--- config.mk ---
export PLATFORM = sky130hd
export DESIGN_NAME = bit_serial_operand_serializer
export DESIGN_NICKNAME = d
export VERILOG_FILES = /design/src/rtl/bit_serial_pkg.sv /design/src/rtl/piso_shift_reg.sv /design/src/rtl/bit_serial_operand_serializer.sv
export SDC_FILE = /design/constraint.sdc
export NUM_CORES = 1
export LEC_CHECK = 0
export ABC_AREA = 1
export BUFFER_PORTS_ARGS = -buffer_cell sky130_fd_sc_hd__buf_2
export CAP_MARGIN = 25
export CORE_MARGIN = 8
export CORE_UTILIZATION = 47
export CTS_CLUSTER_SIZE = 30
export DETAILED_ROUTE_END_ITERATION = 6
export PLACE_DENSITY = 0.77
export SETUP_SLACK_MARGIN = 0.2
export SYNTH_ARGS = -nofsm -noshare
export SYNTH_HDL_FRONTEND = slang
export SYNTH_SLANG_ARGS = --single-unit
--- constraint.sdc ---
create_clock -name clk -period 1.31 [get_ports clk]
set_input_delay 0.131 -clock clk [delete_from_list [all_inputs] [get_ports clk]]
set_output_delay 0.131 -clock clk [all_outputs]
set_load 0.05 [all_outputs]
--- src/rtl/bit_serial_pkg.sv ---
// rtl/bit_serial_pkg.sv - shared types for the bit-serial adder datapath
// Purpose: common width default and serializer state encoding, reused by the
//          serializer, the bit-serial adder and the downstream deserializer.
// Ports:   none (package).
package bit_serial_pkg;

  localparam int DEFAULT_WIDTH = 8;

  typedef enum logic {
    IDLE  = 1'b0,
    SHIFT = 1'b1
  } ser_state_t;

endpackage

--- src/rtl/piso_shift_reg.sv ---
// rtl/piso_shift_reg.sv - parallel-in serial-out shift register, LSB first
// Purpose: holds one operand and presents its current LSB; a load captures a
//          new parallel word, a shift moves every bit one place towards bit 0
//          and fills the MSB with zero. Load wins over shift.
// Ports:
//   clk    in  1      clock, rising edge
//   reset  in  1      synchronous active-high reset, clears the register
//   load   in  1      capture d at the next edge
//   shift  in  1      right-shift at the next edge (ignored while load=1)
//   d      in  WIDTH  parallel load data
//   q0     out 1      current bit 0 of the register
module piso_shift_reg
  import bit_serial_pkg::*;
#(
  parameter int WIDTH = DEFAULT_WIDTH
) (
  input  logic             clk,
  input  logic             reset,
  input  logic             load,
  input  logic             shift,
  input  logic [WIDTH-1:0] d,
  output logic             q0
);

  logic [WIDTH-1:0] sh_q;
  logic [WIDTH-1:0] sh_d;

  always_comb begin
    sh_d = sh_q;
    if (load) begin
      sh_d = d;
    end else if (shift) begin
      sh_d = {1'b0, sh_q[WIDTH-1:1]};
    end
  end

  always_ff @(posedge clk) begin
    if (reset) begin
      sh_q <= '0;
    end else begin
      sh_q <= sh_d;
    end
  end

  assign q0 = sh_q[0];

endmodule

--- src/rtl/bit_serial_operand_serializer.sv ---
// rtl/bit_serial_operand_serializer.sv - feeds operand pairs LSB-first into a bit-serial adder
// Purpose: accepts a pair of WIDTH-bit operands over valid/ready, emits one bit
//          pair per clock starting the cycle after the accept, and drives the
//          adder's carry clear so every word starts with a zero carry. Words can
//          run back to back with no idle cycle between them.
// Ports:
//   clk        in  1      clock, rising edge
//   reset      in  1      synchronous active-high reset
//   in_valid   in  1      operand pair on in_a/in_b is valid
//   in_ready   out 1      an operand pair is accepted this cycle if in_valid=1
//   in_a       in  WIDTH  operand A
//   in_b       in  WIDTH  operand B
//   bit_a      out 1      serial bit of A
//   bit_b      out 1      serial bit of B
//   bit_valid  out 1      bit_a/bit_b are live this cycle
//   bit_first  out 1      current bit is bit 0 of a word
//   bit_last   out 1      current bit is bit WIDTH-1 of a word
//   carry_clr  out 1      adder carry reset; clears the carry at the next edge
module bit_serial_operand_serializer
  import bit_serial_pkg::*;
#(
  parameter int WIDTH = DEFAULT_WIDTH
) (
  input  logic             clk,
  input  logic             reset,
  input  logic             in_valid,
  output logic             in_ready,
  input  logic [WIDTH-1:0] in_a,
  input  logic [WIDTH-1:0] in_b,
  output logic             bit_a,
  output logic             bit_b,
  output logic             bit_valid,
  output logic             bit_first,
  output logic             bit_last,
  output logic             carry_clr
);

  localparam int CNT_W = $clog2(WIDTH);
  localparam logic [CNT_W-1:0] LAST_CNT = CNT_W'(WIDTH - 1);

  ser_state_t       state_q;
  ser_state_t       state_d;
  logic [CNT_W-1:0] cnt_q;
  logic [CNT_W-1:0] cnt_d;

  logic in_shift;
  logic at_last;
  logic accept;
  logic load_en;
  logic shift_en;
  logic sh_a0;
  logic sh_b0;

  assign in_shift = (state_q == SHIFT);
  assign at_last  = in_shift && (cnt_q == LAST_CNT);
  // The last bit of a word frees the register pair, so a new word can be
  // loaded on the same edge that retires the old one.
  assign in_ready = (state_q == IDLE) || at_last;
  assign accept   = in_valid && in_ready;

  always_comb begin
    state_d = state_q;
    cnt_d   = cnt_q;
    if (accept) begin
      state_d = SHIFT;
      cnt_d   = '0;
    end else if (in_shift) begin
      if (at_last) begin
        state_d = IDLE;
        cnt_d   = '0;
      end else begin
        cnt_d = cnt_q + 1'b1;
      end
    end
  end

  always_ff @(posedge clk) begin
    if (reset) begin
      state_q <= IDLE;
      cnt_q   <= '0;
    end else begin
      state_q <= state_d;
      cnt_q   <= cnt_d;
    end
  end

  assign load_en  = accept;
  assign shift_en = in_shift && !accept;

  piso_shift_reg #(
    .WIDTH(WIDTH)
  ) u_sh_a (
    .clk  (clk),
    .reset(reset),
    .load (load_en),
    .shift(shift_en),
    .d    (in_a),
    .q0   (sh_a0)
  );

  piso_shift_reg #(
    .WIDTH(WIDTH)
  ) u_sh_b (
    .clk  (clk),
    .reset(reset),
    .load (load_en),
    .shift(shift_en),
    .d    (in_b),
    .q0   (sh_b0)
  );

  // Bits are forced low outside SHIFT so an idle adder sees 0+0.
  assign bit_valid = in_shift;
  assign bit_a     = in_shift && sh_a0;
  assign bit_b     = in_shift && sh_b0;
  assign bit_first = in_shift && (cnt_q == '0);
  assign bit_last  = at_last;
  // Held high whenever the next cycle could be bit 0 of a word: while idle, and
  // during the last bit (which also drops the final carry-out of the word).
  assign carry_clr = (state_q == IDLE) || at_last;

endmodule
* Word-level counts from Yosys, hierarchy flattened
Cells that the tools add are included.
** Cells by class
- $add $sub $neg :: 1
- $mul :: 0
- Divide/modulo/power cells :: 0
- Order comparisons :: 0
- Eq/ne operators :: 1
- Shift-type cells :: 0
- Mux-type cells :: 8
- Bitwise logic cells :: 1
- Reduce and logical (&&, ||, !) cells :: 11
** Operators with widths (number)
- 8-bit two-way mux :: 4
- 1-bit logical AND :: 6
- 3-bit by 1-bit adder with 3-bit output (second input constant) :: 1
- 3-bit equality test (second input constant) :: 1
- 3-bit zero test :: 1
- 1-bit two-way mux :: 3
- 3-bit two-way mux :: 1
- 2-bit nonzero test :: 1
- 2-bit OR reduction :: 1
- 1-bit zero test :: 1
- 1-bit logical OR :: 1
- 1-bit NOT :: 1
** Word-level totals
- Register bits after elaboration :: 20
- Latch bits :: 0
- Bits in writable memories :: 0
- Memory bits (read-only) :: 0
- Output and inout bits :: 7
- Word-level logic and storage cells :: 26
- Memories kept :: 0

* Longest topological paths before layout
Gate-level depths: netlist of the first run.
- Depth in word-level cells :: 8
- Mapped depth :: 9

* Cells and area by module
From an unflattened synthesis of the first run, not the netlist that was laid out.
** Unflattened totals
- Cells, all modules :: 168
- Area, all modules :: 1091.0 um^2
** Modules (own cells, without submodules)
- piso_shift_reg :: instances 2, cells each 63, area each 406.6 um^2, seq. area each 160.2 um^2
- bit_serial_operand_serializer :: instances 1, cells each 42, area each 277.8 um^2, seq. area each 80.1 um^2

* Worst setup path before layout of the first run
OpenSTA, ideal clock, no wires.
- Kind :: reg2out
- Start point :: register state_q, in the netlist bit_valid
- End point :: output port bit_first
- Arrival :: 1.603 ns
- Data required time :: 1.179 ns
- Slack :: -0.424 ns
- Cell stages (with the launch flop) :: 4
- Buffers on the path :: 1
- Cells stage by stage :: dfxtp_1 -> buf_4 -> nand2_1 -> nor2_1
** Between the ends
- Longest elaborated chain between the ends :: 1
** Ends and longest elaborated chain
- from (decl) :: RTL line bit_serial_operand_serializer.sv:41 : ser_state_t state_q;
- from (signal assigned) :: RTL line bit_serial_operand_serializer.sv:82 : state_q <= state_d;
- 1-bit logical AND :: RTL line bit_serial_operand_serializer.sv:116 : assign bit_first = in_shift && (cnt_q == '0);
- to (decl) :: RTL line bit_serial_operand_serializer.sv:33 : output logic bit_first,
Every way passes these cells.

* Worst setup path after layout of the first run
- Start point :: register cnt_q[0]
- End point :: output port carry_clr
** Between the ends
- Longest elaborated chain between the ends :: 3
** Ends and longest elaborated chain
- from (decl) :: RTL line bit_serial_operand_serializer.sv:43 : logic [CNT_W-1:0] cnt_q;
- from (signal assigned) :: RTL line bit_serial_operand_serializer.sv:83 : cnt_q <= cnt_d;
- 3-bit equality test :: RTL line bit_serial_operand_serializer.sv:55 : assign at_last = in_shift && (cnt_q == LAST_CNT);
- 1-bit logical AND :: RTL line bit_serial_operand_serializer.sv:55
- 1-bit logical OR :: RTL line bit_serial_operand_serializer.sv:120 : assign carry_clr = (state_q == IDLE) || at_last;
- to (decl) :: RTL line bit_serial_operand_serializer.sv:35 : output logic carry_clr
Every way passes these cells.

==> run summary, run 1 <==
First-pass GRT wire length: 4760 um
# setup viols final: 23
Number of nets in the layout: 226
Synth top area cells: dfxtp_1 34%, a21oi_2 10%, nor2_1 10%
CTS root buf: clkbuf_4
Setup repair after global routing missed its margin: yes
Post-synth top area share: 34.3%
Clk slew on worst S/H paths: 110 ps
Area leader, netlist: dfxtp_1
Vias: 1163
Layout cells sized above 1: 45.3%
CTS Buf Count: 3
Max clock buf depth: 2
Routed Antenna Nets: 0
Die X-Extent: 65.9 um
Most frequent cell after synthesis: nor2_1
Final Cycle Share: 109%
CTS Hold Bufs: 0
Port bufs: 25
Vias in the first global route: 1089
Most common library cells after synthesis: 32 x nor2_1, 25 x nand2_1, 24 x inv_1, 20 x dfxtp_1, 16 x nand3_1
Via/cell ratio: 4.99
WS Path Type: reg2out
Flop pwr share: 45.9%
Fmax: 703 MHz
Cells after synthesis: 171
# diodes: 0
Internal: 0.00101 W
Run status: complete, but fails checks
Syn_area_per_cell: 6.83 um2
Post-Syn Nets: 193
Peak supply drop: 0.000897 V
Drt wl/cell: 12.2 um
Io pins: 26
Comb power frac: 29.5%
Synth unique cells: 19
Min-Delay Path Class: in2reg
Placed inst area: 1360 um2
Initial antenna violation count: 0
Data arrival, critical path: 1290 ps
Pwr Density: 886 nW/um2
Worst slew pin tran: 438 ps
Core area: 2410 um2
Leakage: 0.742 nW
Max-slew violation count: 0
Overall routing resource usage: 13.6%
Synth async-reset ratio: 0%
Critical Path Sink Type: output pin
Total chip power: 0.00148 W
H-tree Lvls: 1
1st-iter DRT viols: 33
TritonCTS clock tree: yes
Post-route cell area: 1670 um2
Non-filler instance count after layout: 233
Largest net degree at the start of global routing: 29
CTS Sinks: 20
Top fanout value on the critical path: 6
Skew final: 12.9 ps
Final WS setup: -112 ps
Sw Ratio: 31.8%
Max-cap violations: 0
Initial DRT Pass Iterations: 4
DIE AREA: 4340 um2
Failing checks: setup timing
Residual DRC: 0
CP Launch Type: flip-flop
Area growth syn-to-layout: 42.6%
Hold Vio Cnt, Final: 0
Clock network power share: 24.6%
Seq/Total Area, Yosys: 34.3%
Switch Pwr: 0.000470 W
DP HPWL: 1780 um
Synth Cell Area: 1170 um2
Fin util: 69.2%
Slew HR: 70.8%
RePlAce Congestion: 0.791
Final Routed Wirelength: 2850 um
FP Rows: 18
Dpl cells: 220
Critical path required time: 1180 ps
Top FF cell, synth: dfxtp_1
Gr ovfl total: 0
Later-pin clock latency in the skew report: 300 ps
Warnings, synthesis: 0
#FFs+latches synth: 20
EDFF count, synth: 0
Die height: 65.9 um
Initial Util: 48.5%
Shortest period the worst path allows: 1420 ps
==> repair_timing <==
action | 4_1_cts | 5_1_grt
pin swaps | 5 | 1
gates resized for setup | 47 | 5
setup endpoints to repair | 27 | 27
buffers inserted | 6 | 3
==> worst max-delay path, cell delays in order (launching register included) <==
cell and delay, ps:
dfxtp_2 360, ha_4 160, ha_4 170, inv_6 70
nand2_8 80, buf_8 160
==> metal layers <==
metal | wire (um) | GRT usage (%) | part of all wire, %
met1 | 1210 | 15.9 | 42
met2 | 1470 | 23.3 | 52
met3 | 157 | 3.90 | 5.5
met4 | 15 | 3.81 | 0.53
met5 | 0 | 0 | 0
==> layout make-up <==
class / instances / area [um2]
Timing Repair Buffer: 39 / 343
Tap cell: 30 / 37.5
Multi-Input combinational cell: 113 / 727
Fill cell: 197 / 743
Inverter: 27 / 116
Clock buffer: 4 / 36.3
Sequential cell: 20 / 407
==> registers in the layout, indices dropped and copies added (netlist names) <==
name	count
bit_valid	1
u_sh_a.sh_q	8
u_sh_b.sh_q	8
cnt_q	3
==> path summary, 6_finish.rpt <==
| kind | start | endpoint | slack, ps | cells past startpoint |
|---|---|---|---|---|
| worst max-delay path | cnt_q[0] | carry_clr | -110 | 5 |
| worst min-delay path | reset | bit_valid | 40 | 2 |
| worst max register to register | cnt_q[0] | cnt_q[1] | -80 | 7 |
| worst min register to register | u_sh_a.sh_q[7] | u_sh_a.sh_q[7] | 480 | 2 |
==> power by group through the flow <==
stage | Sequential, W | Clock, W | Combinational (W)
finish | 0.000678 | 0.000363 | 0.000436
global route | 0.000684 | 0.000395 | 0.000480
CTS | 0.000677 | 0.000367 | 0.000416
detailed placement | 0.000694 | 0 | 0.000326
global placement | 0.000692 | 0 | 0.000318
floorplan | 0.000692 | 0 | 0.000261
==> cell usage in the layout, fill, tap and decap left out, drive strengths merged <==
master,count
buf,39
a21oi,18
nand2,26
o21ai,16
or2,1
clkinvlp,2
inv,25
dfxtp,20
ha,3
nor2,33
nand3,16
clkbuf,4
==> stage by stage <==
step	setup TNS, ps	setup slack, ps	hold WS, ps
detailed placement	-383	-48.9	351
global route	-2580	-150	26.7
finish	-963	-112	38.9
CTS	-764	-112	23.6
floorplan	0	69.8	190
global placement	-9.78	-8.21	350
==> cells by family after synthesis <==
group | after synthesis | synth area share, %
buf+inv | 38 | 16.0
fa+ha+maj | 3 | 3.21
simple gates | 76 | 27.2
compound gates | 34 | 19.4
flops | 20 | 34.3
No activity file was read; power rests on OpenSTA's default activity.
==> run 2: changes to the inputs <==
--- a/config.mk
+++ b/config.mk
@@ -9,10 +9,11 @@
 export BUFFER_PORTS_ARGS = -buffer_cell sky130_fd_sc_hd__buf_2
 export CAP_MARGIN = 25
 export CORE_MARGIN = 8
-export CORE_UTILIZATION = 47
+export CORE_UTILIZATION = 42
 export CTS_CLUSTER_SIZE = 30
 export DETAILED_ROUTE_END_ITERATION = 6
-export PLACE_DENSITY = 0.77
+export MAX_ROUTING_LAYER = met4
+export PLACE_DENSITY = 0.7
 export SETUP_SLACK_MARGIN = 0.2
 export SYNTH_ARGS = -nofsm -noshare
 export SYNTH_HDL_FRONTEND = slang
==> run 2 against run 1 <==
The run still ends with setup timing left. Sequential share of layout area hardly changed. Global-route usage is 0.68 points lower. Largest power group unchanged. Via count is 1.7% lower. Register-to-register slack hardly changed. Critical path depth stayed put. Utilization is 7.2 points lower. Largest cell class unchanged. Sequential cell count stayed put. Total power is 0.74% higher.
==> run summary, run 2 (synthesis results as in run 1) <==
Run status: complete, but fails checks
Failing checks: setup timing
Internal: 0.00101 W
Die height: 68.8 um
Largest net degree at the start of global routing: 29
Hold Vio Cnt, Final: 0
Gr ovfl total: 0
Io pins: 26
Storage cell area: 409 um2
Top flop regs: u_sh_a.sh_q x8, u_sh_b.sh_q x8, cnt_q x3
Port bufs: 25
Number of nets in the layout: 223
Peak supply drop: 0.000767 V
H-tree Lvls: 1
Residual DRC: 0
Setup repair after global routing missed its margin: yes
Core area: 2710 um2
Clock network power share: 25.0%
Pwr Density: 886 nW/um2
Skew final: 5.83 ps
WS Path Type: reg2out
First-pass GRT wire length: 4640 um
Comb power frac: 29.5%
Overall routing resource usage: 12.9%
CTS Hold Bufs: 0
Dpl cells: 221
Commonest non-fill, non-tap cell in the layout: nor2_1
CTS Sinks: 20
Post-route cell area: 1680 um2
Final WS setup: -135 ps
Placed inst area: 1360 um2
FP Rows: 19
Worst slew pin tran: 458 ps
Initial antenna violation count: 0
Area taken by multi-input logic gates: 753 um2
Layout cells sized above 1: 47.0%
Flop pwr share: 45.5%
Switch Pwr: 0.000483 W
CTS root buf: clkbuf_4
TritonCTS clock tree: yes
Non-filler instance count after layout: 231
Slew HR: 69.5%
Initial Util: 43.1%
DIE AREA: 4730 um2
Vias in the first global route: 1088
Sw Ratio: 32.5%
Fmax: 692 MHz
RePlAce Congestion: 0.773
Final Cycle Share: 110%
Later-pin clock latency in the skew report: 310 ps
Via/cell ratio: 4.95
Max clock buf depth: 2
Die X-Extent: 68.8 um
Area growth syn-to-layout: 43.7%
1st-iter DRT viols: 49
Initial DRT Pass Iterations: 4
Routed Antenna Nets: 0
CP Launch Type: flip-flop
Drt wl/cell: 12.2 um
# diodes: 0
Max-cap violations: 0
DP HPWL: 1800 um
Shortest period the worst path allows: 1440 ps
Clk slew on worst S/H paths: 110 ps
Commonest non-fill, non-tap cells in the layout: 30 x nor2_1, 20 x inv_1, 19 x nand2_1, 19 x buf_2, 17 x dfxtp_1
CTS Buf Count: 3
Vias: 1143
# setup viols final: 21
Min-Delay Path Class: in2reg
Max-slew violation count: 0
Setup slack, reg-to-reg: -70 ps
Leakage: 0.733 nW
Critical path required time: 1180 ps
Fill cells: 244
Top fanout value on the critical path: 5
Final Routed Wirelength: 2820 um
Fin util: 62.0%
Data arrival, critical path: 1310 ps
Critical Path Sink Type: output pin
[run 2: cell types whose count changed in the layout (fill, tap and decap cells not counted), moves of 2 or more]
| cell | previous run | this run |
|---|---|---|
| nand2_1 | 21 | 19 |
| nand3_1 | 4 | 2 |
| buf_8 | 6 | 4 |
| nand2_2 | 1 | 3 |
| buf_4 | 7 | 5 |
[run 2: worst max-delay path, stage by stage (launching register included)]
cell and delay, ps:
dfxtp_4 380, ha_4 160, ha_4 160, clkinv_4 60
nand2_8 80, buf_8 170
[run 2: cell type report]
| class | instances | area share [%] |
|---|---|---|
| Clock buffer | 4 | 2.16 |
| Timing Repair Buffer | 36 | 19.4 |
| Tap cell | 31 | 2.31 |
| Inverter | 27 | 6.93 |
| Multi-Input combinational cell | 113 | 44.9 |
| Sequential cell | 20 | 24.4 |
[run 2: worst paths after layout]
check | start | cells past startpoint | to
worst max-delay path | cnt_q[0] | 5 | carry_clr
worst min-delay path | reset | 2 | bit_valid
worst max register to register | cnt_q[0] | 9 | u_sh_b.sh_q[2]
worst min register to register | u_sh_a.sh_q[7] | 2 | u_sh_a.sh_q[7]
[run 2: power by group through the flow]
stage	combinational [W]	sequential [W]	clock, W
after floorplan	0.000261	0.000692	0
after global placement	0.000317	0.000692	0
after detailed placement	0.000325	0.000696	0
after CTS	0.000397	0.000679	0.000379
after global routing	0.000475	0.000683	0.000402
final	0.000438	0.000677	0.000373
[run 2: per-layer routing]
metal | vias to the layer above | global-route usage, % | part of all wire, %
li1 | 592 | - | -
met1 | 529 | 13.7 | 42
met2 | 18 | 23.3 | 52
met3 | 4 | 2.75 | 4.2
met4 | 0 | 3.76 | 0.99
met5 | - | - | 0
[run 2: through the flow]
| step | hold WS (ps) | worst slack [ps] | TNS (ps) | total power (W) |
|---|---|---|---|---|
| after floorplan | 190 | 69.8 | 0 | 0.000953 |
| after CTS | 27.6 | -143 | -1710 | 0.00146 |
| after global routing | 34.3 | -178 | -2450 | 0.00156 |
| after global placement | 348 | 20.2 | 0 | 0.00101 |
| final | 27.8 | -135 | -1020 | 0.00149 |
| after detailed placement | 360 | -50.5 | -257 | 0.00102 |
[run 2: repair_timing]
| action | 4_1_cts | 5_1_grt |
|---|---|---|
| pin swaps | 5 | 5 |
| setup endpoints to repair | 27 | 27 |
| buffers inserted | 3 | 2 |
| resized for setup | 35 | 22 |
| cloned | 1 | 0 |
==> run 3: changes to the inputs <==
==> constraint.sdc (replaced) <==
create_clock -name clk -period 1.31 [get_ports clk]
set_input_delay 0.1965 -clock clk [delete_from_list [all_inputs] [get_ports clk]]
set_output_delay 0.1965 -clock clk [all_outputs]
set_load 0.05 [all_outputs]
==> run 3 against run 2 <==
The flow still finishes with violations (setup timing). Register-to-register slack got worse by 90 ps. Sequential share of layout area decreased by 1.4 points. Die area did not move. Cell area rose by 5.7%. Hold slack better by 100 ps. Sequential cell count is the same. Global-route usage increased by 0.31 points. Combinational power is 10% higher. Clock power shrank 3%. Utilization up 3.5 points. Non-clock buffer count grew 12.
==> run summary, run 3 (synthesis results as in run 1) <==
Layout cells sized above 1: 48.6%
Setup repair after global routing missed its margin: yes
Max-cap violations: 0
Post-route cell area: 1770 um2
TritonCTS clock tree: yes
Initial Util: 43.1%
Number of nets in the layout: 235
# setup viols final: 23
Worst Setup SP: cnt_q[0]
Via/cell ratio: 4.91
Vias in the first global route: 1135
FP Rows: 19
CTS Sinks: 20
Routed Antenna Nets: 0
# diodes: 0
Setup TNS: -2440 ps
Final WS setup: -168 ps
Hold path start: reset
CTS root buf: clkbuf_4
Fill cells: 230
Largest net degree at the start of global routing: 29
Worst slew pin tran: 443 ps
Commonest non-fill, non-tap cells in the layout: 30 x nor2_1, 21 x inv_1, 20 x nand2_1
Hold Vio Cnt, Final: 0
Final Routed Wirelength: 3050 um
Drt wl/cell: 12.5 um
Critical path required time: 1110 ps
Leakage: 0.792 nW
Gr ovfl total: 0
Skew final: 12.6 ps
Clk slew on worst S/H paths: 110 ps
Data arrival, critical path: 1280 ps
Io pins: 26
Die X-Extent: 68.8 um
WS Path Type: reg2out
Top flop regs: u_sh_a.sh_q x8, u_sh_b.sh_q x8, cnt_q x3
Shortest period the worst path allows: 1480 ps
Failing checks: setup timing
Top fanout value on the critical path: 7
Slew HR: 70.4%
1st-iter DRT viols: 49
Critical Path Sink Type: output pin
Min-Delay Path Class: in2reg
Placed inst area: 1360 um2
DP HPWL: 1830 um
Peak supply drop: 0.000643 V
CP Launch Type: flip-flop
Fmax: 676 MHz
Max clock buf depth: 2
RePlAce Congestion: 0.742
Initial antenna violation count: 0
Initial DRT Pass Iterations: 4
Area growth syn-to-layout: 51.8%
Final Cycle Share: 113%
CTS Buf Count: 3
R2R Path Start: cnt_q[0]
Die height: 68.8 um
Vias: 1194
Setup slack, reg-to-reg: -160 ps
Overall routing resource usage: 13.2%
Core area: 2710 um2
Run status: complete, but fails checks
Residual DRC: 0
CTS Hold Bufs: 0
Commonest non-fill, non-tap cell in the layout: nor2_1
Later-pin clock latency in the skew report: 300 ps
Port bufs: 25
Pwr Density: 858 nW/um2
DIE AREA: 4730 um2
H-tree Lvls: 1
First-pass GRT wire length: 4730 um
Max-slew violation count: 0
## run 3: cell count changes in the layout (fill, tap and decap cells not counted), sizes merged
cell	before	now
clkbuf	4	5
buf	36	47
clkinv	1	0
inv	24	25
## run 3: critical path: stages (launching register included)
cell     delay (ps)
dfxtp_2         350
ha_4            160
ha_4            160
inv_4            80
nand2_8          80
buf_8           160
## run 3: layout make-up
cell class	count	area, um2	share of cell area, %
timing repair buffer	48	429	24.2
inverter	27	116	6.56
multi-input combinational	113	746	42.0
clock buffer	4	36.3	2.05
sequential	20	408	23.0
tap	31	38.8	2.19
## run 3: timing repair
item                       4_1_cts  5_1_grt
setup endpoints to repair       27       27
buffers inserted                11        4
resized for setup               34       30
pin swaps                        5       14
gates cloned                     1        0
## run 3: metal layers
metal	track usage [%]	routed length, um	vias up
met5	-	0	-
met4	3.01	42	0
met3	2.75	115	4
met2	23.5	1530	20
met1	14.8	1360	553
li1	-	-	617
## run 3: stage by stage
stage | cells | hold WS [ps] | worst slack [ps] | total power, W | utilization, %
finish | 243 | 130 | -168 | 0.00152 | 65.5
global placement | 223 | 423 | 4.49 | 0.00101 | 50.2
global route | 243 | 129 | -218 | 0.00160 | 65.5
CTS | 239 | 110 | -159 | 0.00147 | 59.9
detailed placement | 223 | 434 | -46.2 | 0.00102 | 50.2
floorplan | 171 | 256 | 40.7 | 0.000959 | -
## run 3: worst paths after layout
path,end,cells after the start
max,in_ready,5
min,bit_valid,2
max reg2reg,u_sh_b.sh_q[3],10
min reg2reg,u_sh_a.sh_q[7],2
## run 3: power by group
group	switching, W	internal (W)
Sequential	0.0000255	0.000653
Clock	0.000193	0.000169
Combinational	0.000266	0.000216
